--- src/rtl/vx_mem_lane_sequencer_pkg.sv ---
// Shared types and op-field constants for the memory-lane sequencer and the memory stage.
package vx_mem_seq_pkg;

  typedef enum logic [1:0] {
    IDLE = 2'd0,
    REQ  = 2'd1,
    WAIT = 2'd2,
    DONE = 2'd3
  } seq_state_e;

  localparam logic [2:0] NO_MEM_READ  = 3'b111;
  localparam logic [2:0] NO_MEM_WRITE = 3'b111;

  localparam logic [2:0] LD_LB  = 3'b000;
  localparam logic [2:0] LD_LH  = 3'b001;
  localparam logic [2:0] LD_LW  = 3'b010;
  localparam logic [2:0] LD_LBU = 3'b100;
  localparam logic [2:0] LD_LHU = 3'b101;

  localparam logic [2:0] ST_SB  = 3'b000;
  localparam logic [2:0] ST_SH  = 3'b001;
  localparam logic [2:0] ST_SW  = 3'b010;

  function automatic logic is_mem_op(input logic [2:0] mem_read, input logic [2:0] mem_write);
    return (mem_write != NO_MEM_WRITE) || (mem_read != NO_MEM_READ);
  endfunction

endpackage

--- src/rtl/vx_mem_lane_sequencer_if.sv ---
// Single-lane cache-driver port: request handshake plus read-response return.
interface vx_mem_lane_sequencer_if #(
  parameter int LANE_W = 2
);
  logic              cache_req_valid;
  logic              cache_req_ready;
  logic [31:0]       cache_req_addr;
  logic [31:0]       cache_req_data;
  logic [2:0]        cache_req_mem_read;
  logic [2:0]        cache_req_mem_write;
  logic [LANE_W-1:0] cache_req_lane;
  logic              cache_rsp_valid;
  logic [31:0]       cache_rsp_data;

  modport master (
    output cache_req_valid, cache_req_addr, cache_req_data,
           cache_req_mem_read, cache_req_mem_write, cache_req_lane,
    input  cache_req_ready, cache_rsp_valid, cache_rsp_data
  );

  modport slave (
    input  cache_req_valid, cache_req_addr, cache_req_data,
           cache_req_mem_read, cache_req_mem_write, cache_req_lane,
    output cache_req_ready, cache_rsp_valid, cache_rsp_data
  );
endinterface

--- src/rtl/vx_mem_lane_sequencer_prio_enc.sv ---
// Lowest-set-bit priority encoder: index, one-hot and any-set of an N-bit vector.
module vx_lane_priority_enc #(
  parameter int N = 4,
  parameter int W = $clog2(N)
) (
  input  logic [N-1:0] vec,
  output logic [W-1:0] idx,
  output logic [N-1:0] onehot,
  output logic         any
);
  // Two's-complement trick isolates the lowest set bit.
  assign onehot = vec & (-vec);
  assign any    = |vec;

  always_comb begin
    idx = '0;
    for (int i = N - 1; i >= 0; i--) begin
      if (vec[i]) idx = W'(i);
    end
  end
endmodule

--- src/rtl/vx_mem_lane_sequencer.sv ---
// Serialises an NT-lane memory request onto one cache port, one lane per handshake.
// Optional VX_MEM_COALESCE_EN: loads to the same word are served by a single request.
module vx_mem_lane_sequencer
  import vx_mem_seq_pkg::*;
#(
  parameter int NT     = 4,
  parameter int LANE_W = $clog2(NT),
  parameter int WARP_W = 2
) (
  input  logic                 clk,
  input  logic                 reset,
  input  logic [NT-1:0]        in_valid,
  input  logic [2:0]           in_mem_read,
  input  logic [2:0]           in_mem_write,
  input  logic [NT*32-1:0]     in_address,
  input  logic [NT*32-1:0]     in_data,
  input  logic [WARP_W-1:0]    in_warp_num,
  output logic                 out_delay,
  vx_mem_lane_sequencer_if.master cache,
  output logic [NT*32-1:0]     out_mem_result,
  output logic [NT-1:0]        out_valid,
  output logic [WARP_W-1:0]    out_warp_num,
  output logic                 out_done
);

  seq_state_e        state, next_state;
  logic [NT-1:0]     pending, mask_q, wait_mask, clear_mask, grant_oh;
  logic [LANE_W-1:0] grant_idx;
  logic              grant_any;
  logic [2:0]        rd_q, wr_q;
  logic [WARP_W-1:0] warp_q;
  logic [31:0]       addr_q   [NT];
  logic [31:0]       data_q   [NT];
  logic [31:0]       result_q [NT];
  logic              start, is_store, handshake;

  vx_lane_priority_enc #(.N(NT), .W(LANE_W)) u_grant (
    .vec    (pending),
    .idx    (grant_idx),
    .onehot (grant_oh),
    .any    (grant_any)
  );

  assign start     = (state == IDLE) && is_mem_op(in_mem_read, in_mem_write) && (in_valid != '0);
  assign is_store  = (wr_q != NO_MEM_WRITE);
  assign handshake = (state == REQ) && grant_any && cache.cache_req_ready;

`ifdef VX_MEM_COALESCE_EN
  always_comb begin
    clear_mask = grant_oh;
    if (!is_store) begin
      for (int i = 0; i < NT; i++) begin
        if (pending[i] && (addr_q[i][31:2] == addr_q[grant_idx][31:2])) clear_mask[i] = 1'b1;
      end
    end
  end
`else
  assign clear_mask = grant_oh;
`endif

  always_comb begin
    // NOTE: every path starts from a default so no latch is inferred for next_state.
    next_state = state;
    unique case (state)
      IDLE: if (start) next_state = REQ;
      REQ: begin
        if (handshake) begin
          if (!is_store)                        next_state = WAIT;
          else if ((pending & ~clear_mask) == '0) next_state = DONE;
        end
      end
      WAIT: if (cache.cache_rsp_valid) next_state = (pending == '0) ? DONE : REQ;
      DONE: next_state = IDLE;
      default: next_state = IDLE;
    endcase
  end

  always_ff @(posedge clk or negedge reset) begin
    if (!reset) begin
      // NOTE: the result array is reset explicitly; results are architecturally visible and must read 0.
      state     <= IDLE;
      pending   <= '0;
      mask_q    <= '0;
      wait_mask <= '0;
      rd_q      <= '0;
      wr_q      <= '0;
      warp_q    <= '0;
      for (int i = 0; i < NT; i++) begin
        addr_q[i]   <= '0;
        data_q[i]   <= '0;
        result_q[i] <= '0;
      end
    end else begin
      // NOTE: non-blocking updates keep every register sampling pre-edge values.
      state <= next_state;
      unique case (state)
        IDLE: begin
          if (start) begin
            pending <= in_valid;
            mask_q  <= in_valid;
            rd_q    <= in_mem_read;
            wr_q    <= in_mem_write;
            warp_q  <= in_warp_num;
            for (int i = 0; i < NT; i++) begin
              addr_q[i]   <= in_address[32*i +: 32];
              data_q[i]   <= in_data[32*i +: 32];
              result_q[i] <= '0;
            end
          end
        end
        REQ: begin
          if (handshake) begin
            pending   <= pending & ~clear_mask;
            wait_mask <= clear_mask;
          end
        end
        WAIT: begin
          if (cache.cache_rsp_valid) begin
            for (int i = 0; i < NT; i++) begin
              if (wait_mask[i]) result_q[i] <= cache.cache_rsp_data;
            end
          end
        end
        default: ;
      endcase
    end
  end

  assign cache.cache_req_valid     = (state == REQ) && grant_any;
  assign cache.cache_req_addr      = (state == REQ) ? addr_q[grant_idx] : '0;
  assign cache.cache_req_data      = (state == REQ) ? data_q[grant_idx] : '0;
  assign cache.cache_req_lane      = (state == REQ) ? grant_idx : '0;
  assign cache.cache_req_mem_read  = rd_q;
  assign cache.cache_req_mem_write = wr_q;

  assign out_delay    = start || (state == REQ) || (state == WAIT);
  assign out_done     = (state == DONE);
  assign out_valid    = out_done ? mask_q : '0;
  assign out_warp_num = warp_q;

  for (genvar g = 0; g < NT; g++) begin : g_result
    assign out_mem_result[32*g +: 32] = result_q[g];
  end

endmodule

--- src/flat_wrapper.sv ---
// flat-port wrapper written by rule: the top's interface ports become plain ports
module vx_mem_lane_sequencer_flat import vx_mem_seq_pkg::*;
#(
  parameter int NT     = 4,
  parameter int LANE_W = $clog2(NT),
  parameter int WARP_W = 2
)
  (clk, reset, in_valid, in_mem_read, in_mem_write, in_address, in_data, in_warp_num, out_delay, out_mem_result, out_valid, out_warp_num, out_done, cache_cache_req_valid, cache_cache_req_addr, cache_cache_req_data, cache_cache_req_mem_read, cache_cache_req_mem_write, cache_cache_req_lane, cache_cache_req_ready, cache_cache_rsp_valid, cache_cache_rsp_data);
  vx_mem_lane_sequencer_if #(.LANE_W(LANE_W)) cache_i ();
  input  logic clk;
  input  logic reset;
  input  logic [NT-1:0] in_valid;
  input  logic [2:0] in_mem_read;
  input  logic [2:0] in_mem_write;
  input  logic [NT*32-1:0] in_address;
  input  logic [NT*32-1:0] in_data;
  input  logic [WARP_W-1:0] in_warp_num;
  output logic out_delay;
  output logic [NT*32-1:0] out_mem_result;
  output logic [NT-1:0] out_valid;
  output logic [WARP_W-1:0] out_warp_num;
  output logic out_done;
  output wire logic [$bits(cache_i.cache_req_valid)-1:0] cache_cache_req_valid;
  output wire logic [$bits(cache_i.cache_req_addr)-1:0] cache_cache_req_addr;
  output wire logic [$bits(cache_i.cache_req_data)-1:0] cache_cache_req_data;
  output wire logic [$bits(cache_i.cache_req_mem_read)-1:0] cache_cache_req_mem_read;
  output wire logic [$bits(cache_i.cache_req_mem_write)-1:0] cache_cache_req_mem_write;
  output wire logic [$bits(cache_i.cache_req_lane)-1:0] cache_cache_req_lane;
  input wire logic [$bits(cache_i.cache_req_ready)-1:0] cache_cache_req_ready;
  input wire logic [$bits(cache_i.cache_rsp_valid)-1:0] cache_cache_rsp_valid;
  input wire logic [$bits(cache_i.cache_rsp_data)-1:0] cache_cache_rsp_data;
  assign cache_cache_req_valid = cache_i.cache_req_valid;
  assign cache_cache_req_addr = cache_i.cache_req_addr;
  assign cache_cache_req_data = cache_i.cache_req_data;
  assign cache_cache_req_mem_read = cache_i.cache_req_mem_read;
  assign cache_cache_req_mem_write = cache_i.cache_req_mem_write;
  assign cache_cache_req_lane = cache_i.cache_req_lane;
  assign cache_i.cache_req_ready = cache_cache_req_ready;
  assign cache_i.cache_rsp_valid = cache_cache_rsp_valid;
  assign cache_i.cache_rsp_data = cache_cache_rsp_data;
  vx_mem_lane_sequencer #(.NT(NT), .LANE_W(LANE_W), .WARP_W(WARP_W)) u_core (.clk(clk), .reset(reset), .in_valid(in_valid), .in_mem_read(in_mem_read), .in_mem_write(in_mem_write), .in_address(in_address), .in_data(in_data), .in_warp_num(in_warp_num), .out_delay(out_delay), .cache(cache_i), .out_mem_result(out_mem_result), .out_valid(out_valid), .out_warp_num(out_warp_num), .out_done(out_done));
endmodule
--- config.mk ---
export PLATFORM = sky130hd
export DESIGN_NAME = vx_mem_lane_sequencer_flat
export DESIGN_NICKNAME = d
export VERILOG_FILES = /design/src/rtl/vx_mem_lane_sequencer_pkg.sv /design/src/rtl/vx_mem_lane_sequencer_if.sv /design/src/rtl/vx_mem_lane_sequencer_prio_enc.sv /design/src/rtl/vx_mem_lane_sequencer.sv /design/src/flat_wrapper.sv
export SDC_FILE = /design/constraint.sdc
export NUM_CORES = 1
export LEC_CHECK = 0
export CORE_MARGIN = 5
export CORE_UTILIZATION = 45
export CTS_CLUSTER_SIZE = 24
export DETAILED_ROUTE_END_ITERATION = 12
export HOLD_SLACK_MARGIN = 0.1
export PLACE_DENSITY = 0.77
export SETUP_SLACK_MARGIN = 0.05
export SYNTH_ARGS = -nofsm -noshare
export SYNTH_HDL_FRONTEND = slang
export SYNTH_SLANG_ARGS = --single-unit
--- constraint.sdc ---
create_clock -name clk -period 5.4 [get_ports clk]
set_input_delay 0.54 -clock clk [delete_from_list [all_inputs] [get_ports clk]]
set_output_delay 0.54 -clock clk [all_outputs]
set_load 0.02 [all_outputs]
==> results of run 1 <==
==> cell families (layout without fill, tap and decap cells) <==
logic type      after synthesis  in the layout
compound gates              154            154
fa+ha+maj                     1              1
buf+inv                     114            614
flops                       406            406
mux                          64             64
other cells                   0              9
simple gates                940            940
==> timing repair <==
action                    4_1_cts  5_1_grt
hold endpoints to repair       95        0
resized for setup               0        0
hold buffers                    1        0
==> registers in the layout, summed over array words and instances, names as in the netlist, 3 cells and up <==
name                              cells
u_core.cache.cache_req_mem_write      3
u_core.cache.cache_req_mem_read       3
u_core.data_q                       128
u_core.pending                        4
u_core.wait_mask                      4
u_core.out_mem_result               128
u_core.mask_q                         4
u_core.addr_q                       128
==> area by class of cell <==
cell class	count	area [um2]	area share, %
diodes	9	22.5	0.0932
clock buffers	60	1240	5.13
clock inverters	16	174	0.720
inverters	2	7.51	0.0311
multi-input cells	1159	6550	27.1
flip-flops and latches	406	10200	42.0
well taps	511	639	2.65
repair buffers	536	5380	22.2
==> through the flow <==
stage | total power [uW] | setup slack [ps]
floorplan | 9060 | 3010
global placement | 11400 | 1960
detailed placement | 11600 | 1900
CTS | 14700 | 1350
global route | 15500 | 1280
finish | 14500 | 1430
==> worst max-delay path: stages (launching register included) <==
cell and delay (ps):
sky130_fd_sc_hd__dfrtp_1 470, sky130_fd_sc_hd__o21ai_4 750, sky130_fd_sc_hd__buf_4 500, sky130_fd_sc_hd__mux4_2 360, sky130_fd_sc_hd__and2_1 210, sky130_fd_sc_hd__clkdlybuf4s50_1 560
==> cell usage after synthesis (4+ instances only) <==
cell type,count
sky130_fd_sc_hd__buf_4,5
sky130_fd_sc_hd__buf_1,8
sky130_fd_sc_hd__and2_1,66
sky130_fd_sc_hd__a21o_1,5
sky130_fd_sc_hd__clkbuf_1,47
sky130_fd_sc_hd__and3_1,5
sky130_fd_sc_hd__a21oi_1,4
sky130_fd_sc_hd__dfrtp_1,406
sky130_fd_sc_hd__buf_2,52
sky130_fd_sc_hd__mux4_2,64
sky130_fd_sc_hd__nand3_1,9
sky130_fd_sc_hd__o2bb2ai_1,128
sky130_fd_sc_hd__nor2_1,6
sky130_fd_sc_hd__o21ai_0,4
sky130_fd_sc_hd__nand2_1,843
==> how the worst max path moves through the flow <==
stage / from / end / slack [ps] / depth (start not counted)
floorplan: u_core.pending[3]$_DFFE_PN0P_ / cache_cache_req_addr[0] / 3010 / 6
global placement: in_valid[2] / u_core.out_mem_result[39]$_DFFE_PN0P_ / 1960 / 7
detailed placement: in_valid[2] / u_core.out_mem_result[41]$_DFFE_PN0P_ / 1900 / 7
CTS: u_core.pending[2]$_DFFE_PN0P_ / cache_cache_req_addr[0] / 1350 / 5
global route: u_core.pending[2]$_DFFE_PN0P_ / cache_cache_req_addr[15] / 1280 / 5
finish: u_core.pending[2]$_DFFE_PN0P_ / cache_cache_req_addr[3] / 1430 / 5
==> power groups by stage <==
stage | combinational, uW | sequential [uW] | clock (uW)
3_5_place_dp | 6840 | 4760 | 0
4_1_cts | 6900 | 4730 | 3040
2_1_floorplan | 4480 | 4590 | 0
3_3_place_gp | 6720 | 4710 | 0
5_1_grt | 7490 | 4850 | 3160
6_report | 6830 | 4740 | 2980
==> routing by layer <==
metal | wire length, um | part of all wire, % | vias to the layer above
li1 | - | - | 6473
met1 | 22300 | 40 | 7076
met2 | 27200 | 49 | 554
met3 | 4110 | 7.4 | 117
met4 | 1960 | 3.5 | 6
met5 | 41 | 0.074 | -
==> results, run 1 <==
- The standard-cell row count is 71.
- Of all nets on the critical path, the largest fanout is 25.
- The synthesized netlist devotes 7.58% of its cell area to compound gates.
- For the worst setup path, the data required time is a little under 5000 ps.
- The register-to-register setup slack is ~2500 ps.
- The maximum buffer depth of the clock tree is 3.
- Cells fill 64.2% of the core in the end.
- The worst path needs ~4000 ps of the cycle, external delays included.
- The proportion of power drawn by flip-flops and latches is roughly 33%.
- Among all flip-flop cells after synthesis, the most frequent one is sky130_fd_sc_hd__dfrtp_1.
- The number of global-route vias before repair was 15029.
- The end point of the worst hold path is u_core.data_q[74]$_DFFE_PN0P_.
- The critical path in this run is classified as reg -> out.
- The synthesized cell area is 0.0172 mm2.
- The die is 205 um tall.
- The vias per cell is 5.27.
- In this run the tightest slew margin relative to its limit is a little under a fifth.
- The synthesized design spends more area on one cell type than any other, namely sky130_fd_sc_hd__dfrtp_1.
- The analysis attributes to net switching a power of 5690 uW.
- The power density over the cells is 602 mW/mm2.
- Buffers inserted during clock tree synthesis total 43.
- By area the synthesized netlist is led by sky130_fd_sc_hd__dfrtp_1, sky130_fd_sc_hd__nand2_1, sky130_fd_sc_hd__mux4_2.
- The worst setup path is captured at an output port.
- From left edge to right edge, the die measures 205 um.
- Final hold analysis gives a worst-case slack of about 470 ps.
- In the global route stage, met3 resource usage came out at 5.86%.
- The count of buffers from port buffering is 512.
- In this run switching power makes up 39.1% of total power.
- The internal power of the cells totals 8850 uW.
- The finished layout holds 2699 standard cells, fillers aside.
- The final-layout fill cell count is between 3000 and 4000.
- Setup repair after global routing left no endpoint under its margin.
- The first detailed-routing pass took 6 iterations.
- In the global route stage, overall resource usage came out at 26.1%.
- Of the synthesized area, sequential elements account for approximately 60%.
- Summing the areas of all fa, ha and maj instances in the mapped netlist gives less than 1% of the synthesized area.
- CTS built an H-tree with a depth of 2.
- In the routed design, unresolved DRC markers number 0.
- Setup violations remaining at the end of the flow were counted as 0.
- On the final layout, the worst clock skew is 15.8 ps.
- The root cell of the clock tree is sky130_fd_sc_hd__clkbuf_16.
- The area fraction of the dominant cell type after synthesis is 59.2%.
- The floorplan step defined a die boundary enclosing 0.0422 mm2.
- The net count after synthesis is 1983.
- Of all flip-flops after synthesis, the portion carrying an async set or reset was 100%.
- The number of max-cap violations is 0.
- The post-CTS setup buffer count is 0.
- For this design the static power due to leakage is about 0.011 uW.
- The worst setup path is launched from a flip-flop.
- The multiplexer share of the synthesized area is 8.39%.
- The most heavily used metal layer in global routing is met2.
- In the synthesized netlist, the number of instances is ~1700.
- The final wirelength is 55.6 mm.
- Clock-pin slew was measured on the worst setup and hold paths at 60 ps.
- The flip-flop and latch count after synthesis is 406.
- The XOR/XNOR share of the synthesized area is 0%.
- The endpoint identified for the worst register-to-register timing path is u_core.out_mem_result[39]$_DFFE_PN0P_.
- The startpoint of the most critical register-to-register path is u_core.state[1]$_DFFE_PN0P_.
- The final-layout setup total negative slack is 0 ps.
- Summing the areas of all and, or, nand and nor instances in the mapped netlist gives 21.8% of the synthesized area.
- Detailed placement finished with a half-perimeter wire length of 37.9 mm.
- The average instance area after synthesis is 10.2 um2.
- The tree built by TritonCTS fans out to 406 sinks.
- The hold path startpoint is u_core.data_q[74]$_DFFE_PN0P_.
- The global routing usage on met1 is 34.9%.
- In this run the remaining antenna-violating nets after routing total 0.
- The fraction of the cycle the final worst path needs is 73.5%.
- The pin count of the biggest net entering global routing is 222.
- Dividing the detail-routed wire length by the instance count gives between 20 and 25 um.
- The clock share of power is 20.5%.
- The initial antenna violation count is 11.
- The number of hold violations in the final report is 0.
- The area growth from synthesis to layout is 40.7%.
- The number of cells on the worst reg-to-reg path is 7.
- The finished cells cover 0.0242 mm2.
- The instance count along the most critical hold path is 2.
- Once placement finished, the instance area stood at 0.0227 mm2.
- The clock latency on the worst-skew pair is 550 ps.
- The most frequent standard cell in the layout excluding fill and tap cells is sky130_fd_sc_hd__nand2_1.
- Derived from the worst setup path, the maximum achievable clock frequency is between 200 and 300 MHz.
- At the worst endpoint, the arrival time is 3430 ps.
- The share of cells above drive strength 1 is 7.48%.
- The final layout contains 2452 nets.
- Summed over all layers, the global routing overflow is 0.
- The type of the tightest min-delay check is reg -> reg.
- The main combinational cell family by area after synthesis is simple AND/OR/NAND/NOR gates.
- During synthesis, Yosys emitted a total of 0 warnings.
- The global-route wire length before repair is 86.4 mm.
- For this configuration, the core starts out at a cell density of 45.6%.
- The share of power burned in combinational logic is about 47%.
- The actual transition at the worst max-transition pin is 1220 ps.
- The largest voltage drop on the vdd net is 0.807 mV.
- The number of violations reported at the end of detailed-routing iteration 0 is between 1000 and 1500.
- In the layout the commonest cells are sky130_fd_sc_hd__nand2_1, sky130_fd_sc_hd__clkdlybuf4s50_1, sky130_fd_sc_hd__dfrtp_1, sky130_fd_sc_hd__o2bb2ai_1, sky130_fd_sc_hd__and2_1.
- The count of different cell masters after synthesis is 36.
- The flow ran to the end, and the final reports show no timing, DRC or antenna violations.
- The synthesized design contains 0 enable-type register cells.
- The number of placed instances, taps included is 2613.
- The area of the core is ~0.038 mm2.
- The total number of vias is 14226.
- The number of primary I/O pins is 513.
- The routability congestion estimate is approximately 0.9.
- The met2 usage is about 42%.
- The number of pins with negative max-slew slack in the final report was 0.
- The CTS tree is done.
No activity file was read; power rests on OpenSTA's default activity.
==> run 2: changes to the inputs <==
--- a/config.mk
+++ b/config.mk
@@ -6,7 +6,7 @@
 export NUM_CORES = 1
 export LEC_CHECK = 0
 export CORE_MARGIN = 5
-export CORE_UTILIZATION = 45
+export CORE_UTILIZATION = 43
 export CTS_CLUSTER_SIZE = 24
 export DETAILED_ROUTE_END_ITERATION = 12
 export HOLD_SLACK_MARGIN = 0.1
==> constraint.sdc (replaced) <==
create_clock -name clk -period 3.4 [get_ports clk]
set_input_delay 0.34 -clock clk [delete_from_list [all_inputs] [get_ports clk]]
set_output_delay 0.34 -clock clk [all_outputs]
set_load 0.02 [all_outputs]
==> run 2 against run 1 <==
- combinational power up 65%
- routed wire length up 2.2%
- design area up 2.2%
==> results, run 2 (synthesis gave the netlist of run 1 again) <==
- The data required time at the worst endpoint came to 3060 ps (-1800 ps).
- Setup repair after global routing could not meet its margin everywhere.
- The total overflow reported by the global router came to 0 (unchanged).
- The vertical extent of the die is 210 um (+2.2%).
- The proportion of power drawn by flip-flops and latches came to 31.7% (-0.9 points).
- The number of buffers created by CTS was 44 (+2.3%).
- The number of sinks handled by clock tree synthesis is 406 (unchanged).
- The worst stage delay on the critical path is 540 ps (-210 ps).
- The CTS tree is done.
- The type of the tightest min-delay check is in -> reg.
- The signal on the critical path passes through nor2b_1 -> o21bai_4 -> buf_12 -> clkbuf_16 -> mux4_2 -> and2_1 -> clkdlybuf4s50_1.
- The total buffers and inverters traversed by the critical path is 3 (+1).
- The global-route wire length before repair is 87.6 mm (+1.4%).
- The number of primary I/O pins is 513 (unchanged).
- The number of max-cap violations is 0 (unchanged).
- The largest voltage drop on the vdd net is 0.502 mV (-38%).
- The total leakage power came to 0.0118 uW (+5.3%).
- The share of cells above drive strength 1 is 8.73% (+1.3 points).
- The standard-cell row count is 73 (+2.8%).
- The library cell used most frequently in the layout, excluding fill and tap cells, is sky130_fd_sc_hd__nand2_1.
- The net switching power of the design is 9230 uW (+62%).
- The worst setup path is captured at an output port.
- The detailed-route DRC error count is 0 (unchanged).
- The sum of net half-perimeters after detailed placement is 39.0 mm (+3.0%).
- The actual transition at the worst max-transition pin came to 777 ps (-448 ps).
- The final period demand of the worst path is around 3300 ps.
- The final-layout fill cell count is 3157 (+4.7%).
- The switching part of the total power is 38.8% (-0.33 points).
- The clock transition at the registers of the reported paths came to 60 ps (about the same).
- The number of pins with negative max-slew slack in the final report is 0 (unchanged).
- The initial core utilization is 43.3% (-2.3 points).
- The run finished with clean final reports.
- The maximum buffer depth of the clock tree is 3 (unchanged).
- The pin count of the biggest net entering global routing is 138 (-38%).
- The number of global-route vias before repair was 15353 (+2.2%).
- Timing would allow up to roughly 300 MHz.
- The final-layout setup total negative slack is 0 ps (unchanged).
- The number of violations reported at the end of detailed-routing iteration 0 is 1102 (+3.0%).
- The worst setup skew after layout is 13.4 ps (-2.33 ps).
- The kind of start point of the critical path is a flip-flop.
- The share of power burned in combinational logic is 47.5% (+0.6 points).
- The arrival time at the worst endpoint was 2940 ps (-490 ps).
- The clock share of power is 20.8% (+0.3 points).
- The fraction of the cycle the final worst path needs is 96.4%.
- The floorplan die width is 210 um (+2.2%).
- From synthesis to final layout, the design area changed by 43.9%.
- The level count of the clock H-tree is 2 (unchanged).
- The vias per cell is 5.27 (about the same).
- The category of the most critical setup path is reg -> out.
- The count of buffers from port buffering is 512 (unchanged).
- The final wirelength came to 56.9 mm (+2.2%).
- The final worst hold slack is 308 ps (-163 ps).
- The initial antenna violation count came to 15 (+4).
- The overall global routing resource usage was 25.1% (-1.0 points).
- The clock latency on the worst-skew pair is 560 ps (about the same).
- Among all stages on the critical path, the largest delay is contributed by sky130_fd_sc_hd__clkdlybuf4s50_1.
- The routability congestion estimate was 0.881 (-0.94%).
- The count of nets after finishing came to 2481 (+1.2%).
- In the layout the commonest cells are sky130_fd_sc_hd__nand2_1, sky130_fd_sc_hd__clkdlybuf4s50_1, sky130_fd_sc_hd__dfrtp_1, sky130_fd_sc_hd__o2bb2ai_1, sky130_fd_sc_hd__and2_1.
- The final setup violation count is 0 (unchanged).
- The total number of vias came to 14483 (+1.8%).
- The power density over the cells came to 963 mW/mm2 (+60%).
- The residual antenna-violating net count after detailed routing is 0 (unchanged).
- The overall die area is 0.0440 mm2 (+4.4%).
- The routed wirelength normalized by instance count is 20.7 um (+0.48%).
- The number of hold violations in the final report is 0 (unchanged).
- The number of optimization iterations in the first detailed-route pass is 5 (-1).
- The internal power is 14600 uW (+64%).
- The maximum fanout along the worst path was 13 (-48%).
- The root buffer cell chosen for the clock tree is sky130_fd_sc_hd__clkbuf_16.
- The area of the core is 0.0396 mm2 (+5.2%).
- The worst slew margin relative to its limit was 48.2% (+30 points).
- The family of cells with the greatest summed delay on the critical path is buffers and inverters.
[run 2: changes by cell type in the layout (fill, tap and decap cells not counted), moves of 2 or more]
| cell | delta |
|---|---|
| sky130_fd_sc_hd__clkdlybuf4s50_1 | -42 |
| sky130_fd_sc_hd__dlygate4sd2_1 | +26 |
| sky130_fd_sc_hd__dlymetal6s2s_1 | +16 |
| sky130_fd_sc_hd__buf_12 | +13 |
| sky130_fd_sc_hd__buf_4 | +12 |
| sky130_fd_sc_hd__clkbuf_16 | +4 |
| sky130_fd_sc_hd__clkinvlp_4 | -3 |
| sky130_fd_sc_hd__bufinv_16 | +2 |
| sky130_fd_sc_hd__clkbuf_1 | +2 |
| sky130_fd_sc_hd__diode_2 | +2 |
| sky130_fd_sc_hd__inv_6 | -2 |
[run 2: layout make-up]
class,count,area (um2),area share (%)
Antenna cell,11,27.5,0.111
Clock buffer,65,1310,5.31
Clock inverter,14,199,0.805
Inverter,2,7.51,0.0304
Multi-Input combinational cell,1159,6550,26.5
Sequential cell,406,10200,41.1
Tap cell,525,657,2.66
Timing Repair Buffer,564,5790,23.5
[run 2: through the flow]
stage / cells / total power [uW] / instance area [um2] / util, % / worst slack, ps
floorplan: 1679 / 14400 / 17200 / - / 1210
CTS: 2731 / 23800 / 24600 / 62.0 / 50.2
global route: 2746 / 25300 / 24700 / 62.3 / 5.80
finish: 2746 / 23800 / 24700 / 62.3 / 121
detailed placement: 2649 / 18900 / 23100 / 58.2 / 363
global placement: 2649 / 18600 / 23100 / 58.2 / 356
[run 2: layer usage]
metal / track usage [%] / vias to the layer above / routed length, um
li1: - / 6544 / -
met1: 31.9 / 7186 / 22400
met2: 40.6 / 589 / 27700
met3: 6.19 / 158 / 4190
met4: 12.1 / 6 / 2540
met5: 0 / - / 57
[run 2: power groups by stage]
| stage | Combinational [uW] | Clock (uW) | Sequential (uW) |
|---|---|---|---|
| finish | 11300 | 4950 | 7530 |
| global placement | 11100 | 0 | 7440 |
| floorplan | 7110 | 0 | 7290 |
| CTS | 11300 | 5060 | 7500 |
| global route | 12300 | 5250 | 7700 |
| detailed placement | 11300 | 0 | 7560 |
[run 2: timing repair]
| item | 4_1_cts | 5_1_grt |
|---|---|---|
| hold buffers | 1 | 0 |
| gates resized for setup | 27 | 17 |
| setup endpoints to repair | 54 | 30 |
| pin swaps | 1 | 1 |
| buffers inserted | 2 | 2 |
| gates cloned | 0 | 2 |
| hold endpoints to repair | 90 | 0 |
[run 2: final timing paths]
path	endpoint	startpoint	slack, ps	depth (start not counted)
min reg2reg	u_core.addr_q[101]$_DFFE_PN0P_	u_core.addr_q[101]$_DFFE_PN0P_	470	2
max	cache_cache_req_addr[6]	u_core.pending[3]$_DFFE_PN0P_	120	7
max in group asynchronous	u_core.out_mem_result[5]$_DFFE_PN0P_	reset	1930	4
min in group asynchronous	u_core.out_mem_result[117]$_DFFE_PN0P_	reset	410	2
min	u_core.addr_q[68]$_DFFE_PN0P_	in_address[36]	310	3
max reg2reg	u_core.addr_q[102]$_DFFE_PN0P_	u_core.state[1]$_DFFE_PN0P_	1050	6
[run 2: worst reg2reg max path, cell delays in order, from the launching register on]
cell and delay, ps:
sky130_fd_sc_hd__dfrtp_1 440, sky130_fd_sc_hd__or2_1 310, sky130_fd_sc_hd__a311oi_4 700, sky130_fd_sc_hd__buf_12 330, sky130_fd_sc_hd__buf_12 280, sky130_fd_sc_hd__nand2_1 150, sky130_fd_sc_hd__nand2_1 80
